`config.mk`:
```
export PLATFORM = sky130hd
export DESIGN_NAME = fetch_unit
export DESIGN_NICKNAME = d
export VERILOG_FILES = /design/src/rtl/fetch_unit.sv
export SDC_FILE = /design/constraint.sdc
export NUM_CORES = 1
export LEC_CHECK = 0
export ABC_AREA = 0
export BUFFER_PORTS_ARGS = -buffer_cell sky130_fd_sc_hd__buf_2
export CAP_MARGIN = 30
export CORE_MARGIN = 4
export CORE_UTILIZATION = 45
export DETAILED_ROUTE_END_ITERATION = 16
export GPL_TIMING_DRIVEN = 0
export PLACE_DENSITY = 0.68
export SLEW_MARGIN = 20
export SYNTH_ARGS = -nofsm -noshare
export SYNTH_HDL_FRONTEND = slang
export SYNTH_SLANG_ARGS = --single-unit
```
`constraint.sdc`:
```
create_clock -name clk -period 5.9 [get_ports clk]
set_input_delay 1.475 -clock clk [delete_from_list [all_inputs] [get_ports clk]]
set_output_delay 1.475 -clock clk [all_outputs]
set_load 0.03 [all_outputs]
```
`src/rtl/fetch_unit.sv`:
```
// Instruction fetch stage: owns the PC, keeps one imem request in flight and hands each
// fetched instruction to decode; taken branches redirect to branch_pc + ImmExt.
module fetch_unit #(
  parameter logic [31:0] RESET_PC = 32'h0000_0000
) (
  input  logic        clk,
  input  logic        reset,
  output logic        imem_req_valid,
  input  logic        imem_req_ready,
  output logic [31:0] imem_addr,
  input  logic        imem_rsp_valid,
  input  logic [31:0] imem_rsp_data,
  output logic        instr_valid,
  input  logic        instr_ready,
  output logic [31:0] instr,
  output logic [31:0] instr_pc,
  input  logic        branch_taken,
  input  logic [31:0] branch_pc,
  input  logic [31:0] ImmExt,
  output logic        misalign_fault,
  output logic [31:0] fault_addr
);

  localparam logic [31:0] Nop = 32'h0000_0013;

  typedef enum logic [1:0] {StIdle, StReq, StWait, StHold} state_e;

  state_e      state_q, state_d;
  logic [31:0] pc_q, pc_d;
  logic [31:0] instr_q, instr_d;
  logic [31:0] instr_pc_q, instr_pc_d;
  logic        instr_valid_q, instr_valid_d;
  logic        kill_q, kill_d;
  logic        fault_q, fault_d;
  logic [31:0] fault_addr_q, fault_addr_d;

  logic [31:0] target;
  logic        redir_req;
  logic        redirect;

  assign target    = branch_pc + ImmExt;
  assign redir_req = branch_taken && (state_q != StIdle);
  // Misaligned targets are reported but otherwise leave the fetch stream untouched.
  assign redirect  = redir_req && (target[1:0] == 2'b00);

  always_comb begin
    state_d       = state_q;
    pc_d          = pc_q;
    instr_d       = instr_q;
    instr_pc_d    = instr_pc_q;
    instr_valid_d = instr_valid_q;
    kill_d        = kill_q;
    fault_d       = redir_req && (target[1:0] != 2'b00);
    fault_addr_d  = fault_d ? target : fault_addr_q;

    unique case (state_q)
      StIdle: state_d = StReq;
      StReq: begin
        if (redirect) begin
          pc_d = target;
          // The accepted address is already stale, so its response must be dropped.
          if (imem_req_ready) begin
            state_d = StWait;
            kill_d  = 1'b1;
          end
        end else if (imem_req_ready) begin
          state_d = StWait;
        end
      end
      StWait: begin
        if (redirect) begin
          pc_d = target;
          if (imem_rsp_valid) begin
            state_d = StReq;
            kill_d  = 1'b0;
          end else begin
            kill_d = 1'b1;
          end
        end else if (imem_rsp_valid) begin
          if (kill_q) begin
            state_d = StReq;
            kill_d  = 1'b0;
          end else begin
            instr_d       = imem_rsp_data;
            instr_pc_d    = pc_q;
            pc_d          = pc_q + 32'd4;
            instr_valid_d = 1'b1;
            state_d       = StHold;
          end
        end
      end
      StHold: begin
        if (redirect) begin
          pc_d          = target;
          instr_valid_d = 1'b0;
          state_d       = StReq;
        end else if (instr_ready) begin
          instr_valid_d = 1'b0;
          state_d       = StReq;
        end
      end
      default: state_d = StIdle;
    endcase
  end

  always_ff @(posedge clk) begin
    if (reset) begin
      state_q       <= StIdle;
      pc_q          <= RESET_PC;
      instr_q       <= Nop;
      instr_pc_q    <= RESET_PC;
      instr_valid_q <= 1'b0;
      kill_q        <= 1'b0;
      fault_q       <= 1'b0;
      fault_addr_q  <= 32'h0;
    end else begin
      state_q       <= state_d;
      pc_q          <= pc_d;
      instr_q       <= instr_d;
      instr_pc_q    <= instr_pc_d;
      instr_valid_q <= instr_valid_d;
      kill_q        <= kill_d;
      fault_q       <= fault_d;
      fault_addr_q  <= fault_addr_d;
    end
  end

  assign imem_req_valid = (state_q == StReq) && !reset;
  assign imem_addr      = pc_q;
  assign instr_valid    = instr_valid_q;
  assign instr          = instr_q;
  assign instr_pc       = instr_pc_q;
  assign misalign_fault = fault_q;
  assign fault_addr     = fault_addr_q;

endmodule

```
* Yosys cells after proc, flatten, opt, wreduce, memory -nomap -nowiden
Index checks and enable logic that the tools add are counted.
Cells by class: add/subtract/negate cells 2, eq/ne operators 12, multiplexer cells 25, bitwise logic cells 2, reductions and logical operators 18
Operator list (number):
- 32-bit 2-to-1 mux | 4
- 32-bit case mux with 2 select lines | 1
- 32-bit by 3-bit adder with 32-bit output, second input constant | 1
- 32-bit adder | 1
- 2-bit 2-to-1 mux | 7
- 4-bit AND reduction | 3
- 1-bit 2-to-1 mux | 10
- 2-bit inequality test, second input constant | 5
- 2-bit nonzero test | 5
- 3-bit inequality test, second input constant | 3
- 2-bit case mux with 4 select lines | 1
- 5-bit AND reduction | 1
- 2-bit equality test, second input constant | 2
- 1-bit logical AND | 4
- 2-bit zero test | 2
- 1-bit case mux with 2 select lines | 2
- 3-bit AND reduction | 1
- 2-bit by 1-bit equality test with 1-bit output, second input constant | 1
- 2-bit by 1-bit inequality test with 1-bit output, second input constant | 1
- 1-bit inverter | 2
- 2-bit OR reduction | 1
- 1-bit zero test | 1
Word-level totals: flip-flop bits (word level) 133, input bits 102, output and inout port bits 131, word-level logic and storage cells 67

* Logic depth before layout (Yosys ltp)
depth after elaboration 5, depth in mapped cells 11

* Worst setup path before layout
No wires, ideal clock.
path type input-to-output, from in reset, to out imem_req_valid, arrival 2443 ps, required time 4425 ps, setup slack 1982 ps, stages 4, path buffers 3, cells stage by stage clkbuf_1 > buf_4 > clkbuf_1 > nor2_1
On the way: cells in the longest elaborated chain, start to end 2
RTL lines:
- start, declared | line 7 | input logic reset,
- 1-bit zero test | line 128 | assign imem_req_valid = (state_q == StReq) && !reset;
- 1-bit logical AND | line 128
- end, declared | line 8 | output logic imem_req_valid,
Every way passes these cells.

* Worst setup path after layout
Same ends and word-level chain as after synthesis.

==> flow_summary.yaml <==
worst_setup_path:
  max_stage_delay_ns: 0.43
  critical_path_arrival_ns: 2.82
  cpMaxStageDelayCell: "clkbuf_1"
  ff2ff_setup_slack_ns: 3.13
  crit_fanout: 10
  cp.required_ns: 4.43
  r2r_end: "imem_addr[31]"
  startpoint: "reset"
  cp-endpoint: "imem_req_valid"
  worstSetupPathType: "in2out"
  worstSetupEndpointType: "primary output"
  path_cells: "clkbuf_1 -> buf_4 -> clkbuf_1 -> nor2_1 -> buf_2"
  reg2reg_from: "state_q[0]"
  crit_path_start_kind: "input port"
  critPathMostFrequentCell: "clkbuf_1"
  rr_worst_depth: 10
synth:
  syn_avg_cell_area_sq_um: 7.647
  synth_fp_nets: 1145
  synth_top_cell_area_share_pct: 34.68
  syn_inst: 1004
  synth_edf_count: 0
  ys_seq_elements: 133
  syn_area_sq_um: 7677
  synth_largest_area_cell: "dfxtp_1"
  ys_types: 83
  yosysWarningCount: 0
  synth.area.top_cells: "dfxtp_1, nand2_1, a21oi_1"
  post-synth-top-count-cell: "nand2_1"
  netlist_top_cells_count: "nand2_1, dfxtp_1, a21oi_1"
  ys.flop_type: "dfxtp_1"
  yosysSeqAreaShare_pct: 34.68
  async_reset_ff_share_pct: 0
cts:
  path_clk_slew_ns: 0.06
  clockBufferDepth: 2
  post_cts_resized: 0
  clk_latency_ns: 0.41
  cts_max_level: 4
  clockRootBuffer: "clkbuf_16"
  clock_sinks: 133
  cts_tree: "yes"
  cts_setup_buffers: 0
  ctsHoldBuffers: 0
  numCtsBuffers: 17
timing:
  hold-worst-slack_ns: 0.4493
  final.setup.tns_ns: 0
  period_minus_slack_ns: 4.294
  max_freq_mhz: 232.9
  setup_viol: 0
  finalCritPeriodShare_pct: 72.78
  grt_setup_unrepaired: "no"
  finalMaxSlewViolations: 0
  worst_pin_slew_ns: 0.8892
  hold_viol: 0
  relSlewSlack_pct: 40.40
  finalClockSkew_ns: 0.01040
layout:
  synthToLayoutAreaGrowth_pct: 26.21
  num_antenna_cells: 0
  drive_gt1_share_pct: 24.84
  finalNetCount: 1396
floorplan:
  die-area_sq_um: 19210
  ios: 233
  start_util_pct: 46.13
  rows: 47
  core_sq_um: 16640
  fp.dieH_microns: 138.6
  fp.dieW_microns: 138.6
detailed_routing:
  drt_pre_antenna_iters: 6
  drt_wl_total_mm: 26.39
  drtIter0Drc: 643
  drc_errors: 0
  viasPerCell: 5.681
  post_drt_wl_per_cell_microns: 17.74
  ant_nets: 0
  num_vias: 8453
global_routing:
  grt_pass1_vias: 7803
  antenna_found_initial: 0
  grt_max_degree: 17
  grt_overflow: 0
  grt_pass1_wl_mm: 40.97
  grt_usage_pct: 25.95
place:
  io_buffers: 231
  place_hpwl_mm: 20.54
  gp_congestion: 0.9477
pwr:
  powerDensity_nw_per_um2: 267.1
  vdd_ir_drop_max_v: 0.0001887
  p_leak_uw: 0.004134
min_path:
  hold_path.class: "reg2reg"
run:
  max-cap-violations: 0
run_status:
  status: "finished, final reports clean"
worst min path at each step:
stage                  from            to  slack [ns]  depth (start not counted)
6_report          instr[27]     instr[27]        0.45                          2
5_1_grt         instr_pc[9]   instr_pc[9]        0.47                          2
4_1_cts        instr_pc[29]  instr_pc[29]        0.45                          2
3_5_place_dp   instr_pc[29]  instr_pc[29]        0.44                          2
3_3_place_gp       instr[7]      instr[7]        0.44                          2
2_1_floorplan    state_q[0]    state_q[0]        0.49                          2
state kept, by name, summed over array words and instances (netlist names):
register,flops
imem_addr,32
instr_pc,32
misalign_fault,1
kill_q,1
fault_addr,32
state_q,2
instr,32
instr_valid,1
power breakdown:
| part | total [uW] | leakage (uW) | internal [uW] | switching, uW |
|---|---|---|---|---|
| Clock | 1030 | 0.000275 | 630 | 397 |
| Combinational | 593 | 0.00278 | 195 | 398 |
| Sequential | 968 | 0.00108 | 931 | 36.6 |
| Total | 2590 | 0.00413 | 1760 | 832 |
metal layers:
| layer | track usage, % | up-vias | wire length (microns) |
|---|---|---|---|
| met5 | 0 | - | 0 |
| met4 | 8.445 | 0 | 541 |
| met3 | 4.310 | 43 | 2087 |
| met2 | 43.22 | 398 | 12010 |
| met1 | 34.50 | 3852 | 11760 |
| li1 | - | 4160 | - |
worst max-delay path: cells and delay by family:
| family | cells | cell delay, ns |
|---|---|---|
| AND/OR/NAND/NOR | 1 | 0.07 |
| buffers and inverters | 4 | 1.26 |
layout make-up:
cell class | instances | area [sq um]
Tap cell | 220 | 275.3
Clock inverter | 13 | 132.6
Timing Repair Buffer | 232 | 1161
Clock buffer | 19 | 442.9
Multi-Input combinational cell | 788 | 4637
Inverter | 20 | 75.07
Fill cell | 1579 | 6953
Buffer | 63 | 302.8
Sequential cell | 133 | 2663
cell usage in the layout, fill, tap and decap left out, types with 6 or more instances in the layout:
cell and count:
or4_1 15, a31oi_1 24, nor2_1 55, nor3_1 15, o21ai_0 39, inv_1 18
nor4_1 10, ha_1 38, and3_1 12, o211ai_1 11, nand4_1 28, nand3_1 38
buf_4 6, dfxtp_1 133, clkbuf_16 17, a21o_1 11, a21oi_1 132, clkbuf_1 33
a211oi_1 9, o21a_1 8, xor2_1 7, nand2_1 206, xnor2_1 11, or3_1 9
buf_2 251
logic make-up after synthesis:
group / synth area share (%)
buffers and inverters: 4.922
AO/OA/AOI/OAI: 25.18
adder cells (fa/ha/maj): 6.454
flip-flops: 34.68
AND/OR/NAND/NOR: 26.04
XOR/XNOR: 2.053
multiplexers: 0.6682
per-stage QoR:
| stage | std cells | area [sq um] | power, uW | util (%) | worst slack [ns] |
|---|---|---|---|---|---|
| finish | 1488 | 9689 | 2588 | 58.22 | 1.606 |
| global route | 1488 | 9689 | 2690 | 58.22 | 1.521 |
| floorplan | 1004 | 7677 | 1367 | - | 1.982 |
| detailed placement | 1455 | 9109 | 1565 | 54.73 | 1.425 |
| global placement | 1455 | 9109 | 1562 | 54.73 | 1.392 |
| CTS | 1487 | 9684 | 2590 | 58.19 | 1.612 |
Note: power is estimated with default switching activity, not from simulation.
